$ cat src/rtl/game_pkg.sv
// Shared constants and types for the game renderers.
// Layer code layout is {hit, r, g, b}; hit=0 means the layer is transparent.
package game_pkg;

    localparam int H_RES    = 640;
    localparam int V_RES    = 480;
    localparam int PADDLE_Y = 440;
    localparam int PADDLE_W = 64;

    localparam logic [2:0] RGB_WHITE = 3'b111;
    localparam logic [2:0] RGB_BLACK = 3'b000;

    typedef enum logic [1:0] {
        SERVE  = 2'd0,
        MOVING = 2'd1,
        LOST   = 2'd2
    } ball_state_e;

    typedef struct packed {
        logic hit;
        logic r;
        logic g;
        logic b;
    } layer_code_t;

endpackage

$ cat src/rtl/draw_ball_if.sv
// Signal bundle between the ball renderer and its surroundings.
// The slave side is the ball renderer itself.
interface draw_ball_if;
    logic       frame_tick;
    logic       launch;
    logic       block_hit_x;
    logic       block_hit_y;
    logic [9:0] px;
    logic [9:0] py;
    logic [9:0] paddle_x;
    logic [3:0] o_ball;
    logic [9:0] ball_x;
    logic [9:0] ball_y;
    logic       lost;

    modport master (
        output frame_tick, launch, block_hit_x, block_hit_y, px, py, paddle_x,
        input  o_ball, ball_x, ball_y, lost
    );

    modport slave (
        input  frame_tick, launch, block_hit_x, block_hit_y, px, py, paddle_x,
        output o_ball, ball_x, ball_y, lost
    );
endinterface

$ cat src/rtl/rect_hit.sv
// Combinational rectangle-contains-point test; end coordinates are 11 bits
// wide so x+w and y+h never wrap.
module rect_hit (
    input  logic [9:0] x,
    input  logic [9:0] y,
    input  logic [9:0] w,
    input  logic [9:0] h,
    input  logic [9:0] px,
    input  logic [9:0] py,
    output logic       hit
);
    logic [10:0] x_end;
    logic [10:0] y_end;

    assign x_end = {1'b0, x} + {1'b0, w};
    assign y_end = {1'b0, y} + {1'b0, h};
    assign hit   = (px >= x) && ({1'b0, px} < x_end) &&
                   (py >= y) && ({1'b0, py} < y_end);
endmodule

$ cat src/rtl/draw_ball.sv
// Ball layer renderer: owns ball position, direction and serve/play/lost
// sequencing; position moves once per frame_tick, pixel code every clock.
module draw_ball
    import game_pkg::*;
#(
    parameter int         BALL_SIZE = 8,
    parameter int         SPEED     = 2,
    parameter logic [2:0] BALL_RGB  = RGB_WHITE
) (
    input  logic       clock,
    input  logic       reset,
    draw_ball_if.slave bus
);
    localparam logic [9:0]  SIZE10    = 10'(BALL_SIZE);
    localparam logic [9:0]  SPEED10   = 10'(SPEED);
    localparam logic [10:0] SIZE11    = 11'(BALL_SIZE);
    localparam logic [10:0] SPEED11   = 11'(SPEED);
    localparam logic [10:0] H_RES11   = 11'(H_RES);
    localparam logic [10:0] V_RES11   = 11'(V_RES);
    localparam logic [10:0] PAD_Y11   = 11'(PADDLE_Y);
    localparam logic [10:0] PAD_W11   = 11'(PADDLE_W);
    localparam logic [9:0]  SERVE_OFS = 10'(PADDLE_W / 2 - BALL_SIZE / 2);
    localparam logic [9:0]  SERVE_Y   = 10'(PADDLE_Y - BALL_SIZE);
    localparam logic [9:0]  RIGHT_X   = 10'(H_RES - BALL_SIZE);

    ball_state_e state, state_nxt;
    logic [9:0]  ball_x, ball_y, ball_x_nxt, ball_y_nxt, serve_x;
    logic        dir_right, dir_down, dir_right_nxt, dir_down_nxt;
    logic        x_pend, y_pend, x_pend_nxt, y_pend_nxt;
    logic        hit_x, hit_y, lost, lost_nxt, pix_hit;
    logic [10:0] bx11, by11, pad11;
    layer_code_t code, code_nxt;

    assign serve_x = bus.paddle_x + SERVE_OFS;
    assign bx11    = {1'b0, ball_x};
    assign by11    = {1'b0, ball_y};
    assign pad11   = {1'b0, bus.paddle_x};
    assign hit_x   = x_pend | bus.block_hit_x;
    assign hit_y   = y_pend | bus.block_hit_y;

    rect_hit u_ball_hit (
        .x  (ball_x),
        .y  (ball_y),
        .w  (SIZE10),
        .h  (SIZE10),
        .px (bus.px),
        .py (bus.py),
        .hit(pix_hit)
    );

    always_ff @(posedge clock) begin
        if (reset) begin
            state     <= SERVE;
            ball_x    <= serve_x;
            ball_y    <= SERVE_Y;
            dir_right <= 1'b1;
            dir_down  <= 1'b0;
            x_pend    <= 1'b0;
            y_pend    <= 1'b0;
            lost      <= 1'b0;
            code      <= '0;
        end else begin
            state     <= state_nxt;
            ball_x    <= ball_x_nxt;
            ball_y    <= ball_y_nxt;
            dir_right <= dir_right_nxt;
            dir_down  <= dir_down_nxt;
            x_pend    <= x_pend_nxt;
            y_pend    <= y_pend_nxt;
            lost      <= lost_nxt;
            code      <= code_nxt;
        end
    end

    always_comb begin
        state_nxt     = state;
        ball_x_nxt    = ball_x;
        ball_y_nxt    = ball_y;
        dir_right_nxt = dir_right;
        dir_down_nxt  = dir_down;
        x_pend_nxt    = hit_x;
        y_pend_nxt    = hit_y;
        lost_nxt      = 1'b0;
        if (bus.frame_tick) begin
            x_pend_nxt = 1'b0;
            y_pend_nxt = 1'b0;
            unique case (state)
                SERVE: begin
                    ball_x_nxt = serve_x;
                    ball_y_nxt = SERVE_Y;
                    if (bus.launch) begin
                        state_nxt     = MOVING;
                        dir_right_nxt = 1'b1;
                        dir_down_nxt  = 1'b0;
                    end
                end
                MOVING: begin
                    // block toggles first; wall/paddle then assign direction outright
                    dir_right_nxt = dir_right ^ hit_x;
                    dir_down_nxt  = dir_down ^ hit_y;
                    if (!dir_right_nxt && ball_x < SPEED10) begin
                        ball_x_nxt    = '0;
                        dir_right_nxt = 1'b1;
                    end else if (dir_right_nxt && (bx11 + SIZE11 + SPEED11 > H_RES11)) begin
                        ball_x_nxt    = RIGHT_X;
                        dir_right_nxt = 1'b0;
                    end else begin
                        ball_x_nxt = dir_right_nxt ? ball_x + SPEED10 : ball_x - SPEED10;
                    end
                    if (!dir_down_nxt && ball_y < SPEED10) begin
                        ball_y_nxt   = '0;
                        dir_down_nxt = 1'b1;
                    end else if (dir_down_nxt && (by11 + SIZE11 <= PAD_Y11) &&
                                 (by11 + SIZE11 + SPEED11 >= PAD_Y11) &&
                                 (bx11 + SIZE11 > pad11) && (bx11 < pad11 + PAD_W11)) begin
                        ball_y_nxt   = SERVE_Y;
                        dir_down_nxt = 1'b0;
                    end else if (dir_down_nxt && (by11 + SIZE11 + SPEED11 >= V_RES11)) begin
                        state_nxt  = LOST;
                        lost_nxt   = 1'b1;
                        ball_x_nxt = ball_x;
                        ball_y_nxt = ball_y;
                    end else begin
                        ball_y_nxt = dir_down_nxt ? ball_y + SPEED10 : ball_y - SPEED10;
                    end
                end
                LOST: begin
                    state_nxt  = SERVE;
                    ball_x_nxt = serve_x;
                    ball_y_nxt = SERVE_Y;
                end
                default: state_nxt = SERVE;
            endcase
        end
    end

    always_comb begin
        code_nxt = '0;
        if (pix_hit && state != LOST) begin
            code_nxt.hit                         = 1'b1;
            {code_nxt.r, code_nxt.g, code_nxt.b} = BALL_RGB;
        end
    end

    assign bus.o_ball = code;
    assign bus.ball_x = ball_x;
    assign bus.ball_y = ball_y;
    assign bus.lost   = lost;
endmodule

$ cat src/flat_wrapper.sv
// flat-port wrapper written by rule: the top's interface ports become plain ports
module draw_ball_flat import game_pkg::*;
#(
    parameter int         BALL_SIZE = 8,
    parameter int         SPEED     = 2,
    parameter logic [2:0] BALL_RGB  = RGB_WHITE
)
  (clock, reset, bus_frame_tick, bus_launch, bus_block_hit_x, bus_block_hit_y, bus_px, bus_py, bus_paddle_x, bus_o_ball, bus_ball_x, bus_ball_y, bus_lost);
  draw_ball_if bus_i ();
  input  logic clock;
  input  logic reset;
  input wire logic [$bits(bus_i.frame_tick)-1:0] bus_frame_tick;
  input wire logic [$bits(bus_i.launch)-1:0] bus_launch;
  input wire logic [$bits(bus_i.block_hit_x)-1:0] bus_block_hit_x;
  input wire logic [$bits(bus_i.block_hit_y)-1:0] bus_block_hit_y;
  input wire logic [$bits(bus_i.px)-1:0] bus_px;
  input wire logic [$bits(bus_i.py)-1:0] bus_py;
  input wire logic [$bits(bus_i.paddle_x)-1:0] bus_paddle_x;
  output wire logic [$bits(bus_i.o_ball)-1:0] bus_o_ball;
  output wire logic [$bits(bus_i.ball_x)-1:0] bus_ball_x;
  output wire logic [$bits(bus_i.ball_y)-1:0] bus_ball_y;
  output wire logic [$bits(bus_i.lost)-1:0] bus_lost;
  assign bus_i.frame_tick = bus_frame_tick;
  assign bus_i.launch = bus_launch;
  assign bus_i.block_hit_x = bus_block_hit_x;
  assign bus_i.block_hit_y = bus_block_hit_y;
  assign bus_i.px = bus_px;
  assign bus_i.py = bus_py;
  assign bus_i.paddle_x = bus_paddle_x;
  assign bus_o_ball = bus_i.o_ball;
  assign bus_ball_x = bus_i.ball_x;
  assign bus_ball_y = bus_i.ball_y;
  assign bus_lost = bus_i.lost;
  draw_ball #(.BALL_SIZE(BALL_SIZE), .SPEED(SPEED), .BALL_RGB(BALL_RGB)) u_core (.clock(clock), .reset(reset), .bus(bus_i));
endmodule
$ cat config.mk
export PLATFORM = sky130hd
export DESIGN_NAME = draw_ball_flat
export DESIGN_NICKNAME = d
export VERILOG_FILES = /design/src/rtl/game_pkg.sv /design/src/rtl/draw_ball_if.sv /design/src/rtl/rect_hit.sv /design/src/rtl/draw_ball.sv /design/src/flat_wrapper.sv
export SDC_FILE = /design/constraint.sdc
export NUM_CORES = 1
export LEC_CHECK = 0
export CORE_UTILIZATION = 40
export DETAILED_ROUTE_END_ITERATION = 16
export PLACE_DENSITY_LB_ADDON = 0.3
export SETUP_SLACK_MARGIN = 0.1
export SKIP_LAST_GASP = 1
export SYNTH_ARGS = -nofsm -noshare
export SYNTH_HDL_FRONTEND = slang
export SYNTH_SLANG_ARGS = --single-unit
$ cat constraint.sdc
create_clock -name clock -period 4 [get_ports clock]
set_input_delay 0.6 -clock clock [delete_from_list [all_inputs] [get_ports clock]]
set_output_delay 0.6 -clock clock [all_outputs]
set_load 0.005 [all_outputs]
Word level (Yosys, flattened, before mapping)
Index checks and enable logic that the tools add are counted.

Register bits after elaboration: 31. Logic and storage cells: 104.

Add/subtract/negate cells: 10. Order comparisons: 12. Eq/ne operators: 9. Mux-type cells: 29. Bitwise logic cells: 6. Reduce and logical (&&, ||, !) cells: 26.

Operator list (count): 10-bit 2-to-1 mux (12); 10-bit case mux with 2 select lines (2); 10-bit by 11-bit < comparator with 1-bit output (3); 10-bit by 4-bit adder with 11-bit output, second input constant (2); 11-bit by 2-bit adder with 11-bit output, second input constant (2); 11-bit by 9-bit >= comparator with 1-bit output, second input constant (2); 10-bit by 2-bit adder with 10-bit output, second input constant (2); 10-bit >= comparator (2); 10-bit by 2-bit < comparator with 1-bit output, second input constant (2); 10-bit by 2-bit subtractor with 10-bit output, second input constant (2); 1-bit logical AND (12); 10-bit by 7-bit adder with 11-bit output, second input constant (1); 11-bit by 10-bit greater-than comparator with 1-bit output (1); 11-bit by 10-bit greater-than comparator with 1-bit output, second input constant (1); 11-bit by 9-bit less-or-equal comparator with 1-bit output, second input constant (1); 10-bit by 5-bit adder with 10-bit output, second input constant (1); 3-bit AND reduction (3); 2-bit 2-to-1 mux (4); 2-bit != test, second input constant (4); 1-bit 2-to-1 mux (7); 2-bit nonzero test (3); 5-bit by 3-bit != test with 1-bit output, second input constant (1); 5-bit AND reduction (1); 5-bit OR reduction (1); 14 further kinds (20).

Logic depth before layout (Yosys ltp)
Word-level depth: 12. Depth in mapped cells: 16. Depth with buffers taken out: 15.

Hierarchy
A second synthesis with hierarchy kept.

Cells, all modules: 600. Area total of the unflattened synthesis: 4657.0 um^2.

Modules (own cells, without submodules): draw_ball (instances 1, cells each 391, area each 3039.2 um^2); rect_hit (instances 1, cells each 209, area each 1617.8 um^2).

Worst setup path after synthesis
No wires, ideal clock.

Path kind: register to register. From: register u_core.ball_x[3] (netlist: u_core.bus.ball_x[3]). To: register u_core.ball_y[9] (netlist: u_core.bus.ball_y[9]). Setup time: 0.080 ns. Arrival time: 3.331 ns. Data required time: 3.920 ns. Slack: 0.589 ns. Cell stages (with the launch flop): 16. Buffers on the path: 2. Path through: edfxtp_1 -> clkbuf_1 -> and3_1 -> clkbuf_1 -> nand3_1 -> xnor2_1 -> ha_1 -> nand4_1 -> nor2_1 -> nand4_1 -> mux2i_1 -> a31oi_1 -> o221ai_2 -> or4b_1 -> or4_1 -> o211ai_1.

Word-level cells in the longest chain between the ends: 7. Elaborated cells on any way between the ends: 10.

Ends and longest elaborated chain: from (decl) (RTL line draw_ball.sv:27) `logic [9:0] ball_x, ball_y, ball_x_nxt, ball_y_nxt, serve_x;`; from (signal assigned) (RTL line draw_ball.sv:54) `ball_x <= serve_x;`; from (signal assigned) (RTL line draw_ball.sv:64) `ball_x <= ball_x_nxt;`; 10-bit by 4-bit adder with 11-bit output (RTL line draw_ball.sv:115) `(bx11 + SIZE11 > pad11) && (bx11 < pad11 + PAD_W11)) begin`; 11-bit by 10-bit greater-than comparator with 1-bit output (RTL line draw_ball.sv:115); 1-bit logical AND (RTL line draw_ball.sv:114) `(by11 + SIZE11 + SPEED11 >= PAD_Y11) &&`; 1-bit logical AND (*) (RTL line draw_ball.sv:115); 10-bit 2-to-1 mux (RTL line draw_ball.sv:113) `end else if (dir_down_nxt && (by11 + SIZE11 <= PAD_Y11) &&`; 10-bit 2-to-1 mux (RTL line draw_ball.sv:110) `if (!dir_down_nxt && ball_y < SPEED10) begin`; 10-bit case mux with 2 select lines (RTL line draw_ball.sv:87) `unique case (state)`; to (signal assigned) (RTL line draw_ball.sv:65) `ball_y <= ball_y_nxt;`; to (decl) (RTL line draw_ball.sv:27).

Mark *: on every way between the ends. The rest lies on a longest branch, timed or not. A chain may end at the register's enable or synchronous reset.

Worst setup path after layout
From: register u_core.ball_y[3] (netlist: u_core.bus.ball_y[3]). To: register u_core.ball_y[9] (netlist: u_core.bus.ball_y[9]).

Word-level cells in the longest chain between the ends: 9. Elaborated cells on any way between the ends: 21.

Ends and longest elaborated chain (RTL line): 10-bit by 4-bit adder with 11-bit output (draw_ball.sv:113, draw_ball.sv:114, draw_ball.sv:118); 11-bit by 2-bit adder with 11-bit output / 11-bit by 9-bit less-or-equal comparator with 1-bit output (equally long branches) (draw_ball.sv:114, draw_ball.sv:118, draw_ball.sv:113); 11-bit by 9-bit >= comparator with 1-bit output / 1-bit logical AND (equally long branches) (draw_ball.sv:114, draw_ball.sv:113); 1-bit logical AND (draw_ball.sv:113); 1-bit logical AND (draw_ball.sv:114); 1-bit logical AND (draw_ball.sv:115); 10-bit 2-to-1 mux (draw_ball.sv:113); 10-bit 2-to-1 mux (draw_ball.sv:110); 10-bit case mux with 2 select lines (draw_ball.sv:87).

Parallel ways exist; a longest one is shown, timed or not. The select of a mux whose other input is x is not followed.

==> impl_metrics.json <==
{
  "grt_pass1_wl_microns": 17600,
  "h-tree-depth": 1,
  "first_iter_violations": 349,
  "p_sw_mw": 0.381,
  "fmax_ghz": 0.274,
  "grt_max_degree": 18,
  "start_kind": "flop",
  "hpwlAfterDp_microns": 8630,
  "synth-edff-count": 10,
  "die_w_microns": 99.3,
  "num_vias": 3805,
  "io_buffers": 58,
  "ant_nets": 0,
  "layout_commonest_cell": "ha_1",
  "cts_tree": "yes",
  "whs_path_depth": 1,
  "final_cell_mix": "ha_1 (62), clkdlybuf4s50_1 (58), inv_1 (46), o21ai_0 (33), a21oi_1 (31)",
  "rsz0062_at_grt": "no",
  "fin_area_sq_um": 4620,
  "r2r-end": "u_core.bus.ball_y[9]$_SDFFE_PP0P_",
  "die_y_microns": 99.3,
  "slew_violations": 0,
  "antenna_cells": 0,
  "clkLatencyLatePin_ps": 290,
  "setup_tns_ps": 0,
  "io_pins": 61,
  "cts_root_buf": "clkbuf_8",
  "drive_above_1_share": 0.0669,
  "ys_types": 65,
  "intPower_mw": 0.608,
  "grt_usage": 0.221,
  "ys_seq_elements": 27,
  "avgSynthCellArea_sq_um": 7.74,
  "crit_path_end_kind": "flop",
  "syn_to_final_growth_pct": 22.0,
  "routabilityCongestion": 0.910,
  "syn_inst": 489,
  "holdWs_ps": 555,
  "utilization": 0.502,
  "layout.nets": 652,
  "cp_max_fo": 13,
  "cts.clk_slew.worst_paths_ps": 110,
  "dr.pass1.iters": 5,
  "drc_errors": 0,
  "post_cts_resized": 0,
  "synth_nets": 587,
  "clkPwrFrac": 0.184,
  "wl_per_cell_microns": 16.0,
  "r2r_cells": 10,
  "initial_core_util": 0.412,
  "worst_ep_arrival_time_ps": 3880,
  "vias_per_cell": 5.73,
  "post_cts_buffers": 0,
  "report.final.hold_viol_count": 0,
  "crit_type": "flop to flop",
  "ir_worst_vdd_mv": 0.135,
  "ys_dominant_reg_cell": "dfxtp_1",
  "clock-skew-final_ps": 3.04,
  "setup_ws_ps": 348,
  "core_area_sq_um": 9200,
  "ys_seq_area_frac": 0.169,
  "clockBufferDepth": 2,
  "hold_end": "u_core.state[1]$_SDFFE_PP0P_",
  "placed_cells": 660,
  "p_total_mw": 0.989,
  "ys_async_sr_fraction": 0,
  "globalRouteOverflowTotal": 0,
  "outcome": "completed",
  "min-delay-start": "u_core.state[1]$_SDFFE_PP0P_",
  "worstPathRequired_ps": 4220,
  "wl_microns": 10600,
  "cap_violations": 0,
  "yosysWarnings": 0,
  "cts_sinks": 27,
  "setup_viol_count_final": 0,
  "pre_cts_slack_ps": 124,
  "p_sw_frac": 0.385,
  "seqPwrFrac": 0.332,
  "dpl_cell_area_sq_um": 4560,
  "grt_pass1_vias": 3528,
  "slew_headroom": 0.407,
  "p_per_area_nw_per_um2": 214,
  "floorplan.rows": 35,
  "final_cells": 664,
  "power.leakage_nw": 2.01,
  "die_area_sq_um": 9860,
  "timing.rr.start": "u_core.bus.ball_y[3]$_SDFFE_PP0P_",
  "netlist_area_sq_um": 3780,
  "fin_crit_ps": 3650,
  "postCtsHoldBufs": 0,
  "hold_path.class": "flop to flop",
  "antenna_found_initial": 0,
  "regToRegSetupSlack_ps": 350,
  "cts_buffers": 3,
  "worstMarginPinSlew_ps": 883,
  "finalCritPeriodShare": 0.913,
  "pwr-share-comb": 0.484
}
power by group through the flow:
stage	registers, mW	logic (mW)	clock network, mW
final	0.328	0.479	0.182
after global routing	0.330	0.538	0.197
after CTS	0.328	0.477	0.187
after detailed placement	0.334	0.473	0
after global placement	0.333	0.461	0
after floorplan	0.331	0.296	0
cell type report:
class | count | area, sq um
fill | 930 | 4580
multi-input combinational | 395 | 2870
timing repair buffer | 79 | 738
sequential | 27 | 641
inverter | 48 | 180
tap | 111 | 139
clock buffer | 3 | 41.3
clock inverter | 1 | 8.76
flip-flops by register name (all words and copies together) (netlist names):
register / count
u_core.bus.lost: 1
u_core.y_pend: 1
u_core.bus.o_ball: 1
u_core.x_pend: 1
u_core.bus.ball_x: 10
u_core.state: 2
u_core.dir_right: 1
u_core.bus.ball_y: 9
u_core.dir_down: 1
worst max path at each step:
| stage | start | end | slack [ps] | depth (start not counted) |
|---|---|---|---|---|
| after detailed placement | bus_paddle_x[6] | u_core.bus.ball_x[8]$_DFFE_PP_ | 120 | 14 |
| after floorplan | u_core.bus.ball_x[3]$_DFFE_PP_ | u_core.bus.ball_y[9]$_SDFFE_PP0P_ | 590 | 15 |
| final | u_core.bus.ball_y[3]$_SDFFE_PP0P_ | u_core.bus.ball_y[9]$_SDFFE_PP0P_ | 350 | 10 |
| after global routing | u_core.bus.ball_y[3]$_SDFFE_PP0P_ | u_core.bus.ball_y[9]$_SDFFE_PP0P_ | 160 | 10 |
| after CTS | u_core.bus.ball_y[3]$_SDFFE_PP0P_ | u_core.bus.ball_y[9]$_SDFFE_PP0P_ | 370 | 10 |
| after global placement | bus_paddle_x[6] | u_core.bus.ball_x[6]$_DFFE_PP_ | 170 | 14 |
synth_stat cells (all sizes together), types with 10 or more instances:
cell type  count  area (sq um)
a21oi         31           155
buf           12          75.1
dfxtp         17           340
edfxtp        10           300
ha            62           776
inv           47           176
nand2         28           105
nand3         27           135
nand4         11          68.8
nor2          29           111
nor2b         12          75.1
nor3          13          65.1
o21ai         34           170
xnor2         29           254
per-layer routing:
layer	routed length, microns	vias up	part of all wire	global-route usage
met5	0	-	0	0
met4	81	0	0.0076	0.0351
met3	568	8	0.053	0.0260
met2	4760	114	0.45	0.349
met1	5210	1769	0.49	0.325
li1	-	1914	-	-
worst max-delay path, cell delays in order, from the launching register on:
cell,delay (ps)
dfxtp_1,400
ha_1,380
or3b_1,410
o22a_1,240
a221o_1,340
mux2i_1,170
a31oi_1,330
o21ai_0,130
or4b_1,590
or4_1,490
o211ai_1,100
cells by family (layout without fill, tap and decap cells):
logic type                 Yosys count  in the layout  share of synthesized area
adders and majority gates           63             63                      0.208
AOI/OAI and AO/OA                  126            126                      0.217
DFF                                 27             27                      0.169
and+or+nand+nor                    164            164                      0.231
other                                1              1                   0.000991
xor gates and xnor gates            33             33                     0.0783
buffers and inverters               67            131                     0.0744
muxes                                8              8                     0.0215
Note: power is estimated with default switching activity, not from simulation.
==> edit 1, RTL diff (same flow settings) <==
`BALL_SIZE` is set to 8 in 2 places; all go to 6.
--- a/src/rtl/draw_ball.sv
+++ b/src/rtl/draw_ball.sv
@@ -3,7 +3,7 @@
 module draw_ball
     import game_pkg::*;
 #(
-    parameter int         BALL_SIZE = 8,
+    parameter int         BALL_SIZE = 6,
     parameter int         SPEED     = 2,
     parameter logic [2:0] BALL_RGB  = RGB_WHITE
 ) (
--- a/src/flat_wrapper.sv
+++ b/src/flat_wrapper.sv
@@ -1,7 +1,7 @@
 // flat-port wrapper written by rule: the top's interface ports become plain ports
 module draw_ball_flat import game_pkg::*;
 #(
-    parameter int         BALL_SIZE = 8,
+    parameter int         BALL_SIZE = 6,
     parameter int         SPEED     = 2,
     parameter logic [2:0] BALL_RGB  = RGB_WHITE
 )
Check against the original RTL: not equivalent (Yosys sat finds a counterexample within 4 cycles, from zero or initial values and one cycle with reset high).
==> edit 1 against the original RTL <==
- sequential share of layout area shrank 0.34 points
- synthesized cell count grew 1.2%
- sequential power up 3%
- routed wire length up 5.7%
- global-route usage rose by 0.21 points
- cell area is 2.5% higher
- total power up 8.4%
- sequential cell count stayed put
- setup slack better by 0.020 ns
- worst hold slack got worse by 0.0071 ns
- synthesized area increased by 2.5%
- non-clock buffer count increased by 3
- critical endpoint is now u_core.bus.ball_y[4]$_SDFFE_PP1P_
==> edit 1: results (changes against the original RTL) <==
outcome:
  outcome: "finished clean"
synthesis:
  ys_seq_area_frac: 0.165  # -0.00409
  synthTopCellsByArea: "ha_1 21%, dfxtp_1 8.8%, edfxtp_1 7.7%"
  syn_area_per_cell_sq_um: 7.84  # +1.2%
  synthDistinctLibCells: 66  # +1.5%
  synth_fp_nets: 595  # +1.4%
global_route:
  grt_usage: 0.223  # +0.00210
  met3_usage: 0.0160  # -0.0101
  grt_pass1_wl_um: 18100  # +2.9%
  grt_pass1_vias: 3742  # +6.1%
  grtUsageMet2: 0.383  # +0.0331
route:
  wirelength_met1_um: 4970  # -4.6%
  routed-via-count: 3960  # +4.1%
  drt-total-wl_um: 11200  # +5.7%
  wl_met2_um: 5380  # +13%
  drt_iter0_drc: 240  # -31%
  wl_per_cell_um: 16.3  # +1.9%
  dr_wl_met3_um: 572  # +0.70%
finish:
  nets: 661  # +1.4%
  drive_gt1_frac: 0.0839  # +0.0170
  antenna-diode-count: 0  # unchanged
  final_core_util: 0.508  # +0.00540
  top_regs: "u_core.bus.ball_x (10), u_core.bus.ball_y (9), u_core.state (2)"
  fillCellCount: 938  # +0.86%
setup_path:
  reg2reg_to: "u_core.bus.ball_y[4]$_SDFFE_PP1P_"
  r2r_cells: 15  # +5
  reg2reg_from: "u_core.bus.ball_x[1]$_DFFE_PP_"
  cp_top_family: "compound AO/OA/AOI/OAI gates"
  crit_arrival_ns: 3.82  # -0.06 ns
  slowest_delay_ns: 0.49  # -0.10 ns
  path_class: "reg -> reg"
  reg2reg_slack_ns: 0.37  # +0.02 ns
  slowest_stage: "edfxtp_1"
power_and_ir_drop:
  p_leak_nw: 2.05  # +2.0%
  irDropWorstVdd_uv: 140  # +3.9%
placement:
  dp.cells: 680  # +3.0%
  hpwlAfterDp_um: 9040  # +4.8%
  gp_congestion: 0.923  # +1.4%
  place_area_sq_mm: 0.00464  # +1.8%
  place_ws_ns: 0.127  # +0.00302 ns
hold_path:
  whs_endpoint: "u_core.dir_down$_SDFFE_PP0P_"
  min_from: "u_core.dir_down$_SDFFE_PP0P_"
  holdPathStages: 2  # +1
clock_tree:
  root_buffer: "clkbuf_8"
sta:
  relSlewSlack: 0.604  # +0.197
  holdWs_ns: 0.548  # -0.00708 ns
  max_freq_mhz: 275  # +0.56%
  finClkSkew_ns: 0.00707  # +0.00402 ns
==> edit 1: cell count changes after synthesis, moves of 4 or more <==
cell      unedited run  this run
nand3_1             27        15
o21ai_0             33        22
o31ai_1              0         6
or2_2                0         6
a21o_1               8        13
nor2b_1             12         7
o22ai_1              5        10
mux2i_1              7         3
nor3_1              13        17
o211ai_1             8         4
o21bai_1             1         5
==> edit 1: kinds of logic (layout without fill, tap and decap cells) <==
group | Yosys count | in the layout | synth area share
AOI/OAI and AO/OA | 138 | 138 | 0.241
buffers and inverters | 70 | 135 | 0.0790
DFF | 27 | 27 | 0.165
and+or+nand+nor | 156 | 156 | 0.215
adders and majority gates | 64 | 64 | 0.206
xor gates and xnor gates | 36 | 36 | 0.0852
muxes | 3 | 3 | 0.00774
other | 1 | 1 | 0.000967
==> edit 1: power by group <==
part	switching (W)	internal [W]	leakage, nW
clock network	0.000101	0.0000735	0.0261
logic	0.000292	0.000267	1.78
registers	0.0000324	0.000306	0.241
==> edit 1: worst reg2reg max path, cell delays in order (launching register included) <==
cell and delay, ns:
edfxtp_1 0.49, buf_4 0.22, o21ai_2 0.19, xnor2_1 0.24, inv_1 0.09, ha_1 0.30
a21o_1 0.18, a21o_1 0.18, a21oi_1 0.17, a21oi_1 0.09, o41ai_1 0.30, buf_4 0.18
a211o_4 0.14, or3b_1 0.49, o21bai_1 0.20, a21oi_1 0.09
==> edit 1: timing repair <==
action | in CTS | in global routing
buffers inserted | 0 | 5
endpoints found under the setup margin | 0 | 10
resized for setup | 0 | 2
==> edit 1: final cells by class <==
class | instances | area share
clock buffers | 3 | 0.00872
flip-flops and latches | 27 | 0.135
well taps | 129 | 0.0341
repair buffers | 82 | 0.161
multi-input cells | 398 | 0.621
inverters | 49 | 0.0388
clock inverters | 1 | 0.00185
==> edit 2, RTL diff (same settings) <==
Made on the original files. Re-encode `ball_state_e` (3 states) as one-hot, 3 bits wide.
--- a/src/rtl/game_pkg.sv
+++ b/src/rtl/game_pkg.sv
@@ -10,10 +10,10 @@
     localparam logic [2:0] RGB_WHITE = 3'b111;
     localparam logic [2:0] RGB_BLACK = 3'b000;
 
-    typedef enum logic [1:0] {
-        SERVE  = 2'd0,
-        MOVING = 2'd1,
-        LOST   = 2'd2
+    typedef enum logic [2:0] {
+        SERVE  = 3'b001,
+        MOVING = 3'b010,
+        LOST   = 3'b100
     } ball_state_e;
 
     typedef struct packed {
Formal check against the unedited RTL: no difference found for any inputs over 4 cycles, from zero or initial values and one cycle with reset high; so few cycles prove little.
==> edit 2 against the original RTL <==
- routed wire length increased by 1.3%
- clock skew grew 0.0071 ns
- total power rose by 10%
- synthesized area grew 1.7%
- setup slack got worse by 0.028 ns
- sequential cell count increased by 1
- cell area up 2.1%
- critical endpoint unchanged
- clock power grew 18%
==> edit 2: results (changes against the original RTL) <==
synthesis:
  synthDistinctLibCells: 79  # +22%
  synth_xor_area_frac: 0.0699  # -0.00843
  synth-adder-area-share: 0.202  # -0.00631
  synthCells: 469  # -4.1%
  ys_top_cells_by_count: "62 x ha_1, 41 x inv_1, 30 x nand2_1"
  synthMuxAreaShare: 0.0208  # -0.000675
  synthTopCellsByArea: "ha_1 20%, dfxtp_1 9.4%, edfxtp_1 7.8%"
  synth_compound_area_frac: 0.234  # +0.0173
finish:
  drive_gt1_frac: 0.106  # +0.0394
  fin_cells: 665  # +0.15%
  fillCellCount: 903  # -2.9%
  nets: 635  # -2.6%
setup_path:
  r2r_cells: 12  # +2
  reg2reg_slack_ns: 0.32  # -0.03 ns
  reg2reg_from: "u_core.bus.ball_y[4]$_SDFFE_PP1P_"
route:
  via_per_inst: 5.64  # -1.6%
  wirelength_met1_um: 5540  # +6.3%
  drt_iter0_drc: 206  # -41%
  dr_wl_met3_um: 390  # -31%
  wl_met2_um: 4760  # about the same
outcome:
  outcome: "finished clean"
global_route:
  grtUsageMet2: 0.358  # +0.00873
  met3_usage: 0.0237  # -0.00232
  use_met1: 0.324  # -0.000931
  grt_pass1_wl_um: 17900  # +1.8%
  grt_usage: 0.222  # +0.00107
  grt_pass1_vias: 3576  # +1.4%
sta:
  relSlewSlack: 0.432  # +0.0249
  holdWs_ns: 0.564  # +0.00823 ns
placement:
  hpwlAfterDp_um: 8810  # +2.2%
  place_area_sq_mm: 0.00463  # +1.5%
  place_ws_ns: 0.103  # -0.0211 ns
power_and_ir_drop:
  irDropWorstVdd_uv: 170  # +27%
==> edit 2: cell count changes after synthesis, sizes merged, moves of 6 or more <==
cell and change:
nand3 -10, clkbuf -6, a21oi -6, o211ai -7
or3 +8
==> edit 2: how the worst max path moves through the flow <==
stage | end | depth (start not counted) | start | slack [ns]
finish | u_core.bus.ball_y[9]$_SDFFE_PP0P_ | 12 | u_core.bus.ball_y[4]$_SDFFE_PP1P_ | 0.32
global placement | u_core.bus.ball_x[0]$_DFFE_PP_ | 12 | bus_paddle_x[6] | 0.13
global route | u_core.bus.ball_y[9]$_SDFFE_PP0P_ | 12 | u_core.bus.ball_y[4]$_SDFFE_PP1P_ | 0.07
detailed placement | u_core.bus.ball_x[0]$_DFFE_PP_ | 12 | bus_paddle_x[6] | 0.10
floorplan | u_core.bus.ball_x[0]$_DFFE_PP_ | 13 | u_core.bus.ball_x[3]$_DFFE_PP_ | 0.45
CTS | u_core.bus.ball_y[9]$_SDFFE_PP0P_ | 14 | u_core.bus.ball_x[3]$_DFFE_PP_ | 0.12
==> edit 2: power breakdown <==
| group | internal [W] | switching (W) |
|---|---|---|
| clock network | 0.000109 | 0.000105 |
| registers | 0.000318 | 0.0000260 |
| logic | 0.000255 | 0.000277 |
| total | 0.000683 | 0.000408 |
==> edit 2: worst max-delay path: cells and delay by family (launching register included) <==
family	cells	cell delay (ns)
AOI/OAI and AO/OA	6	1.38
DFF	1	0.65
buffers and inverters	3	0.44
adders and majority gates	1	0.41
and+or+nand+nor	2	0.70
==> edit 2: layout make-up <==
cell class	instances	area [sq um]	area share
clock buffers	4	66.3	0.0141
inverters	43	161	0.0342
multi-input cells	383	2940	0.623
flip-flops and latches	28	661	0.140
well taps	129	161	0.0342
repair buffers	78	731	0.155
